$ cat src/rtl/alu_cmd_sequencer.sv
// alu_cmd_sequencer: collects A/B/opcode bytes for the alu and hands its result
// to a byte transmitter over valid/ready, with an inter-byte command timeout.
module alu_cmd_sequencer #(
   parameter int N_BITS         = 8,
   parameter int OP_BITS        = 6,
   parameter int TIMEOUT_CYCLES = 100000000
) (
   input  logic               clk,
   input  logic               rst_n,
   input  logic [N_BITS-1:0]  rx_data,
   input  logic               rx_valid,
   output logic [N_BITS-1:0]  d0,
   output logic [N_BITS-1:0]  d1,
   output logic [OP_BITS-1:0] opcode,
   input  logic [N_BITS-1:0]  alu_out,
   output logic [N_BITS-1:0]  tx_data,
   output logic               tx_valid,
   input  logic               tx_ready,
   output logic               busy,
   output logic               err
);
   localparam int CW = TIMEOUT_CYCLES == 0 ? 1 : $clog2(TIMEOUT_CYCLES + 1);
   localparam logic [CW-1:0] LAST = CW'(TIMEOUT_CYCLES == 0 ? 0 : TIMEOUT_CYCLES - 1);
   typedef enum logic [2:0] {WAIT_A, WAIT_B, WAIT_OP, EXEC, SEND} state_t;
   state_t state, state_nx;
   logic [N_BITS-1:0] d0_nx, d1_nx, tx_data_nx;
   logic [OP_BITS-1:0] opcode_nx;
   logic [CW-1:0] cnt, cnt_nx;
   logic tx_valid_nx, err_nx, busy_nx, expire;
   assign expire = (TIMEOUT_CYCLES != 0) && (cnt == LAST) && !rx_valid;
   always_comb begin
      state_nx    = state;
      d0_nx       = d0;
      d1_nx       = d1;
      opcode_nx   = opcode;
      tx_data_nx  = tx_data;
      tx_valid_nx = tx_valid;
      err_nx      = 1'b0;
      cnt_nx      = '0;
      case (state)
         WAIT_A: if (rx_valid) begin
            d0_nx    = rx_data;
            state_nx = WAIT_B;
         end
         WAIT_B, WAIT_OP: if (rx_valid) begin
            if (state == WAIT_B) d1_nx = rx_data;
            else opcode_nx = rx_data[OP_BITS-1:0];
            state_nx = state == WAIT_B ? WAIT_OP : EXEC;
         end else if (expire) begin
            state_nx  = WAIT_A;
            d0_nx     = '0;
            d1_nx     = '0;
            opcode_nx = '0;
            err_nx    = 1'b1;
         end else begin
            cnt_nx = TIMEOUT_CYCLES == 0 ? '0 : cnt + CW'(1);
         end
         EXEC: begin
            tx_data_nx  = alu_out;
            tx_valid_nx = 1'b1;
            state_nx    = SEND;
         end
         SEND: if (tx_ready) begin
            tx_valid_nx = 1'b0;
            state_nx    = WAIT_A;
         end
         default: begin
            tx_valid_nx = 1'b0;
            state_nx    = WAIT_A;
         end
      endcase
      busy_nx = (state_nx == EXEC) || (state_nx == SEND);
   end
   // busy is registered from the next-state decode so it never glitches
   always_ff @(posedge clk or negedge rst_n) begin
      if (!rst_n) begin
         state    <= WAIT_A;
         d0       <= '0;
         d1       <= '0;
         opcode   <= '0;
         tx_data  <= '0;
         tx_valid <= 1'b0;
         busy     <= 1'b0;
         err      <= 1'b0;
         cnt      <= '0;
      end else begin
         state    <= state_nx;
         d0       <= d0_nx;
         d1       <= d1_nx;
         opcode   <= opcode_nx;
         tx_data  <= tx_data_nx;
         tx_valid <= tx_valid_nx;
         busy     <= busy_nx;
         err      <= err_nx;
         cnt      <= cnt_nx;
      end
   end
endmodule

$ cat config.mk
export PLATFORM = sky130hd
export DESIGN_NAME = alu_cmd_sequencer
export DESIGN_NICKNAME = d
export VERILOG_FILES = /design/src/rtl/alu_cmd_sequencer.sv
export SDC_FILE = /design/constraint.sdc
export NUM_CORES = 1
export LEC_CHECK = 0
export BUFFER_PORTS_ARGS = -buffer_cell sky130_fd_sc_hd__buf_2
export CELL_PAD_IN_SITES_DETAIL_PLACEMENT = 1
export CELL_PAD_IN_SITES_GLOBAL_PLACEMENT = 1
export CORE_MARGIN = 4
export CORE_UTILIZATION = 43
export DETAILED_ROUTE_END_ITERATION = 10
export HOLD_SLACK_MARGIN = 0.03
export MAX_ROUTING_LAYER = met4
export PLACE_DENSITY_LB_ADDON = 0.25
export SLEW_MARGIN = 20
export SYNTH_ARGS = -nofsm -noshare
export SYNTH_HDL_FRONTEND = slang
export SYNTH_SLANG_ARGS = --single-unit
$ cat constraint.sdc
create_clock -name clk -period 2.4 [get_ports clk]
set_input_delay 0 -clock clk [delete_from_list [all_inputs] [get_ports clk]]
set_output_delay 0 -clock clk [all_outputs]
set_load 0.005 [all_outputs]
==> results of run 1 <==
## power by group through the flow
stage                     registers (mW)  logic [mW]  clock network, mW
after global placement              1.55       0.961                  0
after CTS                           1.55        1.03               1.06
after global routing                1.60        1.14               1.11
after floorplan                     1.55       0.573                  0
after detailed placement            1.57        1.00                  0
final                               1.55        1.02               1.03
## final timing paths
path                                          end  slack [ns]  cells past startpoint
min                         opcode[1]$_DFFE_PN0P_        0.26                      2
max reg2reg                     cnt[13]$_DFF_PN0_        0.35                      5
min reg2reg                tx_data[6]$_DFFE_PN0P_        0.51                      1
max in group asynchronous  tx_data[7]$_DFFE_PN0P_        1.43                      3
max                             cnt[13]$_DFF_PN0_        0.35                      5
min in group clk           tx_data[6]$_DFFE_PN0P_        0.44                      3
## through the flow
| stage | power (mW) | instance area (um2) | std cells | util, % | worst slack (ns) |
|---|---|---|---|---|---|
| final | 3.60 | 3760 | 464 | 55.4 | 0.351 |
| after global routing | 3.85 | 3760 | 464 | 55.4 | 0.0844 |
| after CTS | 3.64 | 3760 | 464 | 55.4 | 0.360 |
| after detailed placement | 2.57 | 3350 | 429 | 49.3 | 0.373 |
| after global placement | 2.51 | 3350 | 429 | 49.3 | 0.410 |
| after floorplan | 2.12 | 3000 | 287 | - | 0.612 |
## registers in the layout, indices dropped and copies added, names as in the netlist
signal and cells:
cnt 27, busy 1, state 3, tx_valid 1
d1 8, err 1, opcode 6, tx_data 8
d0 8
## cell type report
cell class | count | share of cell area, %
inverters | 2 | 0.200
flip-flops and latches | 63 | 41.9
repair buffers | 79 | 13.6
multi-input cells | 208 | 35.2
clock inverters | 3 | 1.73
clock buffers | 13 | 4.22
well taps | 96 | 3.19
## synthesized netlist by cell type (all sizes together), types with 2 or more instances
cell     n  share of area, %
nand3   11               2.0
clkbuf   4              0.50
nand4    8               1.9
o221ai   3              0.88
nand2   48               6.3
o31ai    5               1.3
a21oi   18               3.0
and3     5               1.0
or3      6               1.3
nor4     3               1.1
inv      2              0.25
o21ai    8               1.3
a31oi    3              0.63
xor2     6               1.8
a211oi  10               2.8
dfrtp   63                53
buf     10               2.5
nor2    13               1.6
nand2b   2              0.42
nor3    14               2.7
and4     3              0.88
mux2i    6               2.0
xnor2    7               2.0
nor4b    2              0.58
mux2     8               3.0
or4      9               2.4
nor3b    2              0.67
## placed cells by master (no fill, tap or decap), drive strengths merged, types with 2 or more instances in the layout
cell         count
dfrtp           63
buf             60
nand2           48
dlygate4sd3     19
a21oi           18
nor3            14
nor2            13
clkbuf          13
nand3           11
a211oi          10
or4              9
o21ai            8
mux2             8
nand4            8
xnor2            7
or3              6
xor2             6
mux2i            6
and3             5
o31ai            5
and4             3
o221ai           3
a31oi            3
nor4             3
nor4b            2
nand2b           2
inv              2
bufinv           2
nor3b            2
## cell families (layout without fill, tap and decap cells)
kind of cell               Yosys count  in the layout  synth area share (%)
muxes                               14             14                  5.01
xor gates and xnor gates            13             13                  3.80
adders and majority gates            1              1                 0.417
and+or+nand+nor                    132            132                  24.8
AOI/OAI and AO/OA                   48             48                  10.1
buffers and inverters               16             97                  3.30
DFF                                 63             63                  52.6
## metal layers
metal	global-route usage, %	wire length [um]	up-vias
li1	-	-	1194
met5	-	0	-
met4	6.41	74	0
met2	34.0	3990	54
met1	25.0	3240	1253
met3	4.56	348	7
==> impl_metrics.py, run 1 <==
metrics = {
    "timing": {
        "fin_crit_sh_pct": 85.4,
        "peak_clock_frequency_supported_by_timing_ghz": 0.488,
        "worst_slew_pin_slew_ns": 0.683,
        "rsz0062_at_grt": "false",
        "final_hold_viol_count": 0,
        "fin_worst_skew_ns": 0.00988,
        "setup_total_negative_slack_ns": 0,
        "setup_violations": 0,
        "worst_hold_check_slack_ns": 0.261,
        "shortest_period_the_worst_path_allows_ns": 2.05,
        "count_of_pins_over_their_slew_limit": 0,
        "worst_slew_margin_rel_pct": 54.2,
    },
    "power_and_ir_drop": {
        "comb_power_share_pct": 28.3,
        "clock_power_share_pct": 28.6,
        "power_per_cell_area_nw_per_um2": 958,
        "power.internal_mw": 2.50,
        "power_switching_share_pct": 30.6,
        "power_leakage_nw": 1.66,
        "pwr-share-seq_pct": 43.1,
        "power.switching_mw": 1.10,
        "power.ir.vdd_worst_mv": 0.580,
    },
    "critical_path": {
        "series_of_cell_instances_along_the_critical_path": "nor4b_1 -> nand4_2 -> nor3_4 -> buf_4 -> nor3_1",
        "family_with_the_most_delay_on_the_worst_path": "simple AND/OR/NAND/NOR gates",
        "critPathKind": "reg -> reg",
        "timing.critical_path.required_ns": 2.60,
        "critPathMaxStageDelay_ns": 0.47,
        "cp.arrival_ns": 2.25,
        "critical_path.reg2reg.startpoint": "cnt[11]$_DFF_PN0_",
        "crit_path_start_kind": "register",
        "critPathLaunch": "cnt[11]$_DFF_PN0_",
        "worst-path-max-fanout": 13,
        "slowest_stage": "sky130_fd_sc_hd__nor4b_1",
        "critPathCaptureType": "register",
        "cp_num_buf_inv": 1,
    },
    "yosys": {
        "mappedNetlistArea_um2": 3000,
        "synth_edf_count": 0,
        "post_synth_inst_count": 287,
        "yosysUniqueCellTypes": 46,
        "ys_ff_latch": 63,
        "asyncSetResetFlopFracSynth_pct": 100,
        "synthesis.yosys.warnings": 0,
        "yosysSeqAreaShare_pct": 52.6,
        "postSynthAreaPerCell_um2": 10.4,
        "syn-num-nets": 308,
        "dominantRegCellSynth": "sky130_fd_sc_hd__dfrtp_1",
    },
    "floorplan": {
        "io_pins": 53,
        "initial_core_util_pct": 44.1,
        "die_y_um": 91.5,
        "fp.dieArea_um2": 8370,
        "floorplan.die.width_um": 91.5,
        "area_of_the_core_um2": 6790,
        "placement_rows": 30,
    },
    "global_route": {
        "gr-usage-all-layers_pct": 20.5,
        "grt_pass1_vias": 2728,
        "grt_start_max_net_pins": 31,
        "antenna_found_initial": 0,
        "grt-ovfl-total": 0,
        "grt_pass1_wl_um": 13400,
    },
    "cts": {
        "later_pin_clock_latency_in_the_skew_report_ns": 0.33,
        "cts-root-buf": "sky130_fd_sc_hd__clkbuf_8",
        "clk_pin_slew_ns": 0.07,
        "clock_sink_count": 63,
        "number_of_h_tree_levels": 3,
        "tritoncts.num_buffers": 9,
        "cts_hold_buffers": 19,
        "tritoncts": "done",
        "clock_tree.buffer_depth": 2,
        "cts_setup_buffers": 0,
        "post_cts.resized_instances": 0,
    },
    "worst_hold_path": {
        "hp-class": "in -> async",
    },
    "layout": {
        "multi_input_combinational_cell_area_um2": 1320,
        "area_growth_pct": 25.5,
        "layout-drive-gt1-share_pct": 25.8,
        "num-fill-cells": 791,
        "nNetsFinal": 384,
        "antennaDiodeCount": 0,
        "area.sequential_um2": 1580,
    },
    "detailed_routing": {
        "drcViolationCount": 0,
        "antenna_violating_nets_remaining": 0,
        "drt_first_iter_violations": 87,
        "drtPass1Iterations": 4,
        "wire_length_per_cell_after_detailed_routing_um": 16.5,
        "detailroute.via_count": 2508,
        "routed_via_density": 5.41,
        "totalWireLength_um": 7660,
    },
    "place": {
        "port_buffers": 52,
        "place_congestion": 0.798,
        "dp.final_hpwl_um": 5180,
    },
    "job": {
        "max_cap_viol_count": 0,
    },
    "run_status": {
        "status": "complete, no violations",
    },
}
Note: power is estimated with default switching activity, not from simulation.
==> run 2: changes to the inputs <==
--- a/config.mk
+++ b/config.mk
@@ -6,10 +6,11 @@
 export NUM_CORES = 1
 export LEC_CHECK = 0
-export BUFFER_PORTS_ARGS = -buffer_cell sky130_fd_sc_hd__buf_2
 export CELL_PAD_IN_SITES_DETAIL_PLACEMENT = 1
 export CELL_PAD_IN_SITES_GLOBAL_PLACEMENT = 1
 export CORE_MARGIN = 4
-export CORE_UTILIZATION = 43
+export CORE_UTILIZATION = 49
 export DETAILED_ROUTE_END_ITERATION = 10
+export DONT_BUFFER_PORTS = 1
+export GPL_TIMING_DRIVEN = 0
 export HOLD_SLACK_MARGIN = 0.03
 export MAX_ROUTING_LAYER = met4
==> constraint.sdc (replaced) <==
create_clock -name clk -period 2.4 [get_ports clk]
set_input_delay 0.12 -clock clk [delete_from_list [all_inputs] [get_ports clk]]
set_output_delay 0.12 -clock clk [all_outputs]
set_load 0.005 [all_outputs]
==> run 2 against run 1 <==
Combinational power shrank 22%. Clock power about the same. Die area is 11% lower. Critical path type unchanged. Total power decreased by 4.3%. Cell area shrank 6.1%. Largest power group unchanged. Clock skew up 0.0019 ns. Sequential cell count unchanged. Cell count decreased by 14%.
==> impl_metrics.py, run 2 (same netlist as run 1, synthesis figures left out) <==
metrics = {
    "critical_path": {
        "critPathCaptureType": "register",
        "reg2reg_slack_ns": 0.22,
        "critPathMaxStageDelay_ns": 0.50,
        "worst_r2r_endpoint": "cnt[5]$_DFF_PN0_",
        "series_of_cell_instances_along_the_critical_path": "nor4b_1 -> nand4_2 -> nor3_4 -> buf_6 -> nor3_1",
        "timing.critical_path.required_ns": 2.61,
        "crit_path_start_kind": "register",
        "cp.arrival_ns": 2.39,
        "slowest_stage": "sky130_fd_sc_hd__nor3_4",
        "worst-path-max-fanout": 10,
        "critPathKind": "reg -> reg",
        "r2r.worst_path.cells": 5,
        "critical_path.reg2reg.startpoint": "cnt[11]$_DFF_PN0_",
    },
    "cts": {
        "clk_pin_slew_ns": 0.07,
        "later_pin_clock_latency_in_the_skew_report_ns": 0.35,
        "clock_sink_count": 63,
        "tritoncts": "done",
        "number_of_h_tree_levels": 3,
        "cts-root-buf": "sky130_fd_sc_hd__clkbuf_8",
        "tritoncts.num_buffers": 9,
        "cts_setup_buffers": 0,
        "clock_tree.buffer_depth": 2,
        "post_cts.resized_instances": 0,
    },
    "floorplan": {
        "fp.dieArea_um2": 7430,
        "die_y_um": 86.2,
        "initial_core_util_pct": 50.6,
        "io_pins": 53,
        "floorplan.die.width_um": 86.2,
        "placement_rows": 28,
        "area_of_the_core_um2": 5920,
    },
    "detailed_routing": {
        "drcViolationCount": 0,
        "wire_length_per_cell_after_detailed_routing_um": 20.3,
        "totalWireLength_um": 8070,
        "drtPass1Iterations": 4,
        "routed_via_density": 6.04,
        "antenna_violating_nets_remaining": 0,
        "detailroute.via_count": 2405,
        "drt_first_iter_violations": 85,
    },
    "layout": {
        "antennaDiodeCount": 0,
        "num-fill-cells": 636,
        "layout.cells.most_common": "sky130_fd_sc_hd__dfrtp_1",
        "stdcell_area_um2": 3530,
        "largest_register_ff_count": 27,
        "utilization_pct": 59.7,
        "nNetsFinal": 339,
        "layout.cells.most_common_list": "63 x sky130_fd_sc_hd__dfrtp_1, 47 x sky130_fd_sc_hd__nand2_1, 19 x sky130_fd_sc_hd__dlygate4sd3_1",
        "area_growth_pct": 17.8,
        "layout-drive-gt1-share_pct": 14.2,
        "top_register": "cnt",
    },
    "place": {
        "place_area_um2": 3090,
        "place_congestion": 0.806,
        "port_buffers": 0,
        "dp.final_hpwl_um": 4920,
    },
    "worst_hold_path": {
        "hp-class": "in -> reg",
        "timing.hold.worst_path_depth": 2,
        "timing.hold.worst.start": "rx_valid",
        "hold_end": "state[0]$_DFF_PN0_",
    },
    "global_route": {
        "grt_use_met1_pct": 26.7,
        "grtUsageMet2_pct": 40.9,
        "grt_start_max_net_pins": 64,
        "grt_pass1_wl_um": 13300,
        "antenna_found_initial": 0,
        "gr-usage-met3_pct": 4.56,
        "gr-max-usage-layer": "met2",
        "grt-ovfl-total": 0,
        "gr-usage-all-layers_pct": 24.0,
        "grt_pass1_vias": 2641,
    },
    "timing": {
        "count_of_pins_over_their_slew_limit": 0,
        "setup_violations": 0,
        "fin_crit_sh_pct": 90.9,
        "final_hold_viol_count": 0,
        "fin_worst_skew_ns": 0.0118,
        "worst_slew_pin_slew_ns": 0.947,
        "setup_total_negative_slack_ns": 0,
        "peak_clock_frequency_supported_by_timing_ghz": 0.458,
        "rsz0062_at_grt": "false",
        "worst_slew_margin_rel_pct": 36.4,
        "shortest_period_the_worst_path_allows_ns": 2.18,
    },
    "power_and_ir_drop": {
        "power_leakage_nw": 1.46,
        "power.ir.vdd_worst_mv": 0.631,
        "power_per_cell_area_nw_per_um2": 976,
    },
    "job": {
        "max_cap_viol_count": 0,
    },
    "run_status": {
        "status": "complete, no violations",
    },
}
==> run 2: changes by cell type in the layout (fill, tap and decap cells not counted), sizes merged <==
| cell | previous run | this run |
|---|---|---|
| buf | 60 | 11 |
| clkbuf | 13 | 15 |
| clkinv | 1 | 2 |
| clkinvlp | 0 | 1 |
==> run 2: per-stage QoR <==
| step | setup slack (ns) | cells | hold slack, ns | total power, mW |
|---|---|---|---|---|
| after floorplan | 0.612 | 287 | -0.176 | 2.12 |
| after global placement | 0.224 | 362 | -0.173 | 2.28 |
| after detailed placement | 0.234 | 362 | -0.173 | 2.35 |
| after CTS | 0.224 | 398 | 0.112 | 3.44 |
| after global routing | 0.0263 | 398 | 0.117 | 3.64 |
| final | 0.219 | 398 | 0.122 | 3.45 |
==> run 2: timing repair <==
action	in CTS	in global routing
endpoints found under the setup margin	0	0
hold endpoints to repair	96	0
hold buffers	20	0
==> run 2: worst max path at each step <==
stage,slack [ns],to,from,cells after the start
floorplan,0.61,opcode[0]$_DFFE_PN0P_,state[1]$_DFF_PN0_,7
global placement,0.22,cnt[25]$_DFF_PN0_,cnt[11]$_DFF_PN0_,5
detailed placement,0.23,cnt[5]$_DFF_PN0_,cnt[11]$_DFF_PN0_,5
CTS,0.22,cnt[13]$_DFF_PN0_,cnt[11]$_DFF_PN0_,5
global route,0.03,cnt[22]$_DFF_PN0_,cnt[0]$_DFF_PN0_,6
finish,0.22,cnt[5]$_DFF_PN0_,cnt[11]$_DFF_PN0_,5
==> run 2: critical path: cells and delay by family (launching register included) <==
family                 cells  cell delay, ns
buffers and inverters      1            0.23
DFF                        1            0.45
and+or+nand+nor            4            1.36
==> run 2: layout make-up <==
type,instances,area [um2],share of cell area (%)
Sequential cell,63,1580,44.6
Multi-Input combinational cell,208,1320,37.4
Timing Repair Buffer,20,218,6.16
Clock buffer,11,141,4.00
Tap cell,75,93.8,2.66
Buffer,14,91.3,2.59
Clock inverter,5,81.3,2.30
Inverter,2,7.51,0.213
==> run 2: power breakdown <==
part | leakage, nW | internal [mW] | switching, mW
clock | 0.110 | 0.613 | 0.426
combinational | 0.541 | 0.340 | 0.460
sequential | 0.814 | 1.36 | 0.249
==> run 2: metal layers <==
metal / share of wire, % / vias to the layer above
li1: - / 1110
met1: 39 / 1222
met2: 53 / 54
met3: 4.9 / 19
met4: 3.1 / 0
met5: 0 / -
==> run 3: changes to the inputs <==
Settings changed: CORE_UTILIZATION 49 to 44.
Clock period 2.4 ns to 1.8 ns, I/O delays scaled along.
==> run 3 against run 2 <==
The run now ends with setup timing left. Critical path depth is the same. Via count grew 7.6%. Die area grew 10%. First-iteration DRC count grew 120%. Sequential share of layout area shrank 4.2 points. Combinational power grew 43%. Register-to-register slack lost 0.29 ns. Sequential power grew 33%. Critical path type unchanged. Largest cell class unchanged. Highest routed layer unchanged.
==> impl_metrics.py, run 3 (same netlist as run 1, synthesis figures left out) <==
metrics = {
    "worst_hold_path": {
        "timing.hold.worst_path_depth": 2,
        "timing.hold.worst.start": "rx_valid",
        "hp-class": "in -> reg",
        "hold_end": "state[0]$_DFF_PN0_",
    },
    "power_and_ir_drop": {
        "comb_power_share_pct": 25.4,
        "power_per_cell_area_nw_per_um2": 1140,
        "pwr-share-seq_pct": 47.8,
        "power.switching_mw": 1.52,
        "clock_power_share_pct": 26.8,
        "power.ir.vdd_worst_mv": 0.710,
        "total_power_mw": 4.48,
        "power_leakage_nw": 1.65,
        "power_switching_share_pct": 34.0,
        "power.internal_mw": 2.96,
    },
    "timing": {
        "worst_slew_margin_rel_pct": 58.2,
        "fin_worst_skew_ns": 0.0121,
        "shortest_period_the_worst_path_allows_ns": 1.87,
        "worst_slew_pin_slew_ns": 0.624,
        "fin_crit_sh_pct": 104,
        "timing.final.ws_setup_ns": -0.0725,
        "final_hold_viol_count": 0,
        "rsz0062_at_grt": "true",
        "count_of_pins_over_their_slew_limit": 0,
        "setup_violations": 9,
        "peak_clock_frequency_supported_by_timing_ghz": 0.534,
    },
    "global_route": {
        "gr-usage-all-layers_pct": 21.5,
        "grt_pass1_wl_um": 13800,
        "grt_start_max_net_pins": 64,
        "antenna_found_initial": 0,
        "grt-ovfl-total": 0,
        "grt_pass1_vias": 2702,
    },
    "layout": {
        "layout.cells.most_common_list": "54 x sky130_fd_sc_hd__dfrtp_1, 46 x sky130_fd_sc_hd__nand2_1, 34 x sky130_fd_sc_hd__buf_4",
        "layout-drive-gt1-share_pct": 32.0,
        "num-fill-cells": 693,
        "largest_register_ff_count": 27,
        "utilization_pct": 60.5,
        "antennaDiodeCount": 0,
        "area_growth_pct": 31.0,
        "top_register": "cnt",
        "nNetsFinal": 375,
        "layout.cells.most_common": "sky130_fd_sc_hd__dfrtp_1",
    },
    "cts": {
        "number_of_h_tree_levels": 3,
        "tritoncts": "done",
        "later_pin_clock_latency_in_the_skew_report_ns": 0.35,
        "clock_sink_count": 63,
        "clock_tree.buffer_depth": 2,
        "clk_pin_slew_ns": 0.08,
        "cts-root-buf": "sky130_fd_sc_hd__clkbuf_8",
        "tritoncts.num_buffers": 9,
    },
    "floorplan": {
        "fp.dieArea_um2": 8200,
        "area_of_the_core_um2": 6490,
        "placement_rows": 29,
        "floorplan.die.width_um": 90.5,
        "die_y_um": 90.5,
        "initial_core_util_pct": 46.2,
        "io_pins": 53,
    },
    "critical_path": {
        "timing.critical_path.required_ns": 2.04,
        "reg2reg_slack_ns": -0.07,
        "worst-path-max-fanout": 10,
        "cp.arrival_ns": 2.11,
        "critPathCaptureType": "register",
        "critical_path.reg2reg.startpoint": "cnt[8]$_DFF_PN0_",
        "r2r.worst_path.cells": 5,
        "critPathLaunch": "cnt[8]$_DFF_PN0_",
        "worst_r2r_endpoint": "cnt[25]$_DFF_PN0_",
        "critPathKind": "reg -> reg",
        "crit_path_start_kind": "register",
    },
    "detailed_routing": {
        "wire_length_per_cell_after_detailed_routing_um": 20.0,
        "drcViolationCount": 0,
        "drt_first_iter_violations": 184,
        "drtPass1Iterations": 5,
        "totalWireLength_um": 8740,
        "antenna_violating_nets_remaining": 0,
        "routed_via_density": 5.94,
        "detailroute.via_count": 2588,
    },
    "run_status": {
        "violated_checks": "setup timing",
        "status": "finished, violations left",
    },
    "job": {
        "max_cap_viol_count": 0,
    },
    "place": {
        "place_congestion": 0.771,
        "port_buffers": 0,
        "dp.final_hpwl_um": 5010,
    },
}
[run 3: power by group through the flow]
stage / clock network (mW) / registers, mW / logic, mW
global route: 1.30 / 2.20 / 1.26
finish: 1.20 / 2.14 / 1.14
detailed placement: 0 / 2.17 / 0.951
floorplan: 0 / 2.06 / 0.763
CTS: 1.21 / 2.14 / 1.07
global placement: 0 / 2.15 / 0.903
[run 3: what timing repair did]
item	4_1_cts	5_1_grt
pin swaps	10	10
gates resized for setup	25	25
cloned	0	1
hold buffers	20	0
endpoints found under the hold margin	96	0
buffers inserted	23	12
endpoints found under the setup margin	47	48
[run 3: metrics by stage]
step                std cells  TNS, ns  hold slack, ns  area, um2  setup WS [ns]
floorplan                 287        0          -0.206       3000         0.0119
global placement          364   -11.83          -0.202       3090         -0.444
detailed placement        364   -11.86          -0.203       3090         -0.436
CTS                       423  -0.0402          0.0882       3770        -0.0179
global route              436    -1.79          0.0805       3930         -0.140
finish                    436   -0.176          0.0713       3930        -0.0725
[run 3: cell type report]
cell class              count  area (um2)  area share (%)
clock buffers              10         128            3.25
inverters                   2        7.51           0.191
repair buffers             56         489            12.5
plain buffers              14         123            3.12
well taps                  77        96.3            2.45
multi-input cells         208        1430            36.5
flip-flops and latches     63        1590            40.4
clock inverters             6        61.3            1.56
[run 3: metal layers]
layer / vias to the layer above / wire (um) / GRT usage [%]
li1: 1179 / - / -
met1: 1308 / 3720 / 26.6
met2: 81 / 4420 / 34.5
met3: 20 / 432 / 4.33
met4: 0 / 165 / 8.67
met5: - / 0 / -
[run 3: critical path, cell delays in order (launching register included)]
cell and delay [ns]:
sky130_fd_sc_hd__dfrtp_1 0.40, sky130_fd_sc_hd__and4_4 0.24, sky130_fd_sc_hd__nand4_1 0.23, sky130_fd_sc_hd__buf_6 0.24, sky130_fd_sc_hd__or4_1 0.40, sky130_fd_sc_hd__a211oi_1 0.26
[run 3: how the worst max path moves through the flow]
stage,to,slack (ns),depth (start not counted)
after floorplan,opcode[0]$_DFFE_PN0P_,0.01,7
after global placement,cnt[11]$_DFF_PN0_,-0.44,5
after detailed placement,cnt[13]$_DFF_PN0_,-0.44,5
after CTS,cnt[25]$_DFF_PN0_,-0.02,5
after global routing,cnt[25]$_DFF_PN0_,-0.14,5
final,cnt[25]$_DFF_PN0_,-0.07,5
